## config.mk

```make
export PLATFORM = sky130hd
export DESIGN_NAME = pipe_buffer
export DESIGN_NICKNAME = d
export VERILOG_FILES = /design/src/rtl/pipe_buffer.sv
export SDC_FILE = /design/constraint.sdc
export NUM_CORES = 1
export LEC_CHECK = 0
export CAP_MARGIN = 20
export CORE_ASPECT_RATIO = 1.75
export CORE_MARGIN = 3
export CORE_UTILIZATION = 55
export CTS_BUF_LIST = sky130_fd_sc_hd__clkbuf_2
export CTS_CLUSTER_DIAMETER = 200
export DETAILED_ROUTE_END_ITERATION = 12
export PLACE_DENSITY = 0.87
export REMOVE_ABC_BUFFERS = 1
export SYNTH_ARGS = -nofsm -noshare
export SYNTH_HDL_FRONTEND = slang
export SYNTH_SLANG_ARGS = --single-unit
```

## constraint.sdc

```tcl
create_clock -name clk -period 3.4 [get_ports clk]
set_input_delay 0.68 -clock clk [delete_from_list [all_inputs] [get_ports clk]]
set_output_delay 0.68 -clock clk [all_outputs]
set_load 0.01 [all_outputs]
```

## src/rtl/pipe_buffer.sv

```systemverilog
// pipe_buffer: elastic pipeline register built on a circular buffer of
// DEPTH words. Valid/ready handshakes on both sides, with in_ready and
// out_valid decoded only from registered state so no combinational path
// crosses the block. A synchronous flush squashes all held words.
module pipe_buffer #(
    parameter int               WIDTH   = 32,
    parameter int               DEPTH   = 2,
    parameter logic [WIDTH-1:0] RST_VAL = '0,
    localparam int              CW      = $clog2(DEPTH + 1)
) (
    input  logic             clk,
    input  logic             rstn,
    input  logic             flush,
    input  logic             in_valid,
    output logic             in_ready,
    input  logic [WIDTH-1:0] in_data,
    output logic             out_valid,
    input  logic             out_ready,
    output logic [WIDTH-1:0] out_data,
    output logic [CW-1:0]    count
);

    // A single-entry buffer still gets a 1-bit pointer; it simply never leaves 0.
    localparam int PW = (DEPTH > 1) ? $clog2(DEPTH) : 1;

    logic [WIDTH-1:0] mem [DEPTH];
    logic [PW-1:0]    wr_ptr;
    logic [PW-1:0]    rd_ptr;
    logic             push;
    logic             pop;

    // Pointer advance with wrap at DEPTH-1, so non-power-of-two depths work.
    function automatic logic [PW-1:0] next_ptr(input logic [PW-1:0] p);
        return (p == PW'(DEPTH - 1)) ? '0 : p + PW'(1);
    endfunction

    // Handshake decodes: full blocks the producer even if the consumer pops
    // this cycle, which keeps in_ready independent of out_ready.
    assign in_ready  = (count != CW'(DEPTH));
    assign out_valid = (count != '0);
    assign push      = in_valid & in_ready;
    assign pop       = out_valid & out_ready;
    assign out_data  = out_valid ? mem[rd_ptr] : RST_VAL;

    // Storage, pointers and occupancy; flush outranks any handshake and
    // leaves stored words untouched since they are unreachable afterwards.
    always_ff @(posedge clk or negedge rstn) begin
        if (!rstn) begin
            for (int i = 0; i < DEPTH; i++) begin
                mem[i] <= RST_VAL;
            end
            wr_ptr <= '0;
            rd_ptr <= '0;
            count  <= '0;
        end else if (flush) begin
            wr_ptr <= '0;
            rd_ptr <= '0;
            count  <= '0;
        end else begin
            if (push) begin
                mem[wr_ptr] <= in_data;
                wr_ptr      <= next_ptr(wr_ptr);
            end
            if (pop) begin
                rd_ptr <= next_ptr(rd_ptr);
            end
            if (push && !pop) begin
                count <= count + CW'(1);
            end else if (pop && !push) begin
                count <= count - CW'(1);
            end
        end
    end

endmodule
```

==> results.json <==
{
  "grt_pass1_wl_um": 10300,
  "syn_area_per_cell_um2": 13.4,
  "slew_viol_final": 0,
  "p_leak_nw": 1.64,
  "hpwl_um": 4250,
  "first_global_vias": 2201,
  "max_freq_mhz": 347,
  "synthCells": 231,
  "drv_cap": 0,
  "power_switching_uw": 562,
  "finalHoldViolCount": 0,
  "tightest_slew_ns": 0.465,
  "critical_path.top_delay_family": "buffers and inverters",
  "h-tree-depth": 3,
  "start_util_pct": 58.1,
  "setup_tns_ns": 0,
  "wl_per_cell_um": 15.4,
  "crit_type": "reg2out",
  "synthDistinctLibCells": 23,
  "gr-total-overflow": 0,
  "fin_nets": 345,
  "dp.cells": 371,
  "ant_nets": 0,
  "worstSetupEndpointType": "output pin",
  "run_status": "finished, final reports clean",
  "synth-seq-cells": 68,
  "place_congestion": 0.739,
  "multi_input_area_um2": 1310,
  "drcViolationCount": 0,
  "p_clk_share_pct": 17.6,
  "crit_path_cell_trace": "buf_12 -> mux2i_1 -> nor2_1 -> clkdlybuf4s50_1",
  "syn2layout_area_growth_pct": 27.9,
  "fin_skew_ns": 0.0156,
  "die_height_um": 105,
  "fin_crit_sh_pct": 84.8,
  "die_area_um2": 6620,
  "final-seq-area_um2": 1700,
  "worst-path-max-fanout": 20,
  "cpPeakStageDelay_ns": 0.69,
  "power_frac_seq_pct": 55.2,
  "arrival_ns": 2.20,
  "yosysWarnings": 0,
  "path_buf_inv": 2,
  "grt_use_total_pct": 19.9,
  "ios": 73,
  "place.port_buffers": 72,
  "path_clk_slew_ns": 0.17,
  "setup_viol": 0,
  "core_um2": 5340,
  "yosysSeqAreaShare_pct": 54.8,
  "timing.slew.headroom_pct": 69.0,
  "drt_iter0_drc": 90,
  "cp_slowest_cell": "dfrtp_2",
  "p_comb_share_pct": 27.2,
  "cts_setup_buffers": 0,
  "grt_antenna_before_repair": 0,
  "clockBufferDepth": 2,
  "ctsHoldBuffers": 0,
  "switching_share_pct": 28.1,
  "numCtsBuffers": 9,
  "die_w_um": 62.8,
  "firstDrtPassIters": 3,
  "netlist_area_um2": 3100,
  "routed_wl_um": 5980,
  "ir_worst_vdd_mv": 0.347,
  "ctsResizeCount": 0,
  "min_period_ns": 2.88,
  "drive_gt1_share_pct": 27.8,
  "worst-endpoint-required_ns": 2.72,
  "power.density_nw_per_um2": 503,
  "cts_root_buf": "clkbuf_2",
  "clock_sinks": 68,
  "insertion_delay_ns": 0.46,
  "cts_tree": "done",
  "p_int_mw": 1.44,
  "antenna_cells": 0,
  "fin_cells": 387,
  "cp-start-kind": "flip-flop",
  "rsz0062_at_grt": "false",
  "n_fill_cell": 393,
  "num_vias": 2021,
  "grt_max_degree": 33,
  "viasPerCell": 5.22,
  "num_rows": 35,
  "hp-class": "in2async"
}
==> stage by stage <==
stage	setup slack, ns	hold slack [ns]	util, %	power (mW)	area, um^2
2_1_floorplan	0.972	0.384	-	1.42	3020
3_3_place_gp	0.830	0.468	72.9	1.65	3890
3_5_place_dp	0.779	0.474	72.9	1.67	3890
4_1_cts	0.429	0.0971	74.3	2.03	3970
5_1_grt	0.341	0.106	74.3	2.13	3970
6_report	0.517	0.129	74.3	2.00	3970
==> power groups by stage <==
stage | sequential [mW] | combinational, mW | clock (mW)
global placement | 1.11 | 0.536 | 0
CTS | 1.10 | 0.555 | 0.367
detailed placement | 1.12 | 0.552 | 0
finish | 1.10 | 0.544 | 0.351
global route | 1.13 | 0.597 | 0.402
floorplan | 1.10 | 0.323 | 0
==> sequential cells by signal (all words and copies together), names as in the netlist <==
signal,count
mem,64
count,2
rd_ptr,1
wr_ptr,1
==> cells in the final DEF (no fill, tap or decap), drive strengths merged <==
cell	instances
a21o	1
a21oi	4
buf	8
clkbuf	12
clkdlybuf4s50	71
clkinv	4
dfrtp	68
inv	3
mux2	64
mux2i	33
nand3b	1
nand4b	1
nor2	34
nor2b	1
nor3b	1
nor4	1
o211ai	1
o21ai	2
or2	1
or3	1
xor2	1
==> cell families after synthesis <==
group,count (synthesis),synth area share [%]
multiplexers,97,33.9
flip-flops,68,54.8
AND/OR/NAND/NOR,41,6.45
buffers and inverters,16,3.14
AO/OA/AOI/OAI,8,1.45
XOR/XNOR,1,0.282
==> metal layers <==
metal	track usage (%)	part of all wire, %	vias to the layer above	routed length [um]
met2	35.8	55	39	3290
met3	4.90	3.2	6	193
met4	7.11	1.4	0	84
li1	-	-	961	-
met1	22.4	40	1015	2410
met5	0	0	-	0
==> synthesized netlist by cell type <==
cell type,count,area share (%)
a21o_1,1,0.24
o211ai_1,1,0.24
buf_2,3,0.48
mux2_1,5,1.8
nor4_4,1,0.69
or2_2,1,0.20
or3_1,1,0.20
nand4b_2,1,0.48
nor2b_2,1,0.28
mux2_2,59,21
nor3b_1,1,0.24
o21ai_0,2,0.32
nor2_1,34,4.1
buf_4,3,0.73
dfrtp_1,68,55
buf_6,3,1.1
xor2_1,1,0.28
nand3b_1,1,0.24
a21oi_1,4,0.64
inv_1,2,0.24
inv_2,1,0.12
clkbuf_1,4,0.48
mux2i_1,33,11
==> final timing paths <==
kind	start	end	slack [ns]	depth (start not counted)
max in group asynchronous	rstn	rd_ptr	2.48	2
min reg2reg	mem[52]	mem[52]	0.50	1
max reg2reg	count[1]	mem[12]	1.48	5
min	rstn	mem[60]	0.13	1
max	rd_ptr	out_data[5]	0.52	4
min in group clk	mem[52]	mem[52]	0.50	1
==> final cells by class <==
| class | instances | area share [%] |
|---|---|---|
| Timing Repair Buffer | 79 | 19.7 |
| Inverter | 3 | 0.284 |
| Tap cell | 74 | 2.33 |
| Clock buffer | 12 | 1.51 |
| Clock inverter | 4 | 0.410 |
| Sequential cell | 68 | 42.9 |
| Multi-Input combinational cell | 147 | 32.9 |
Power figures use the tool's default switching activity.
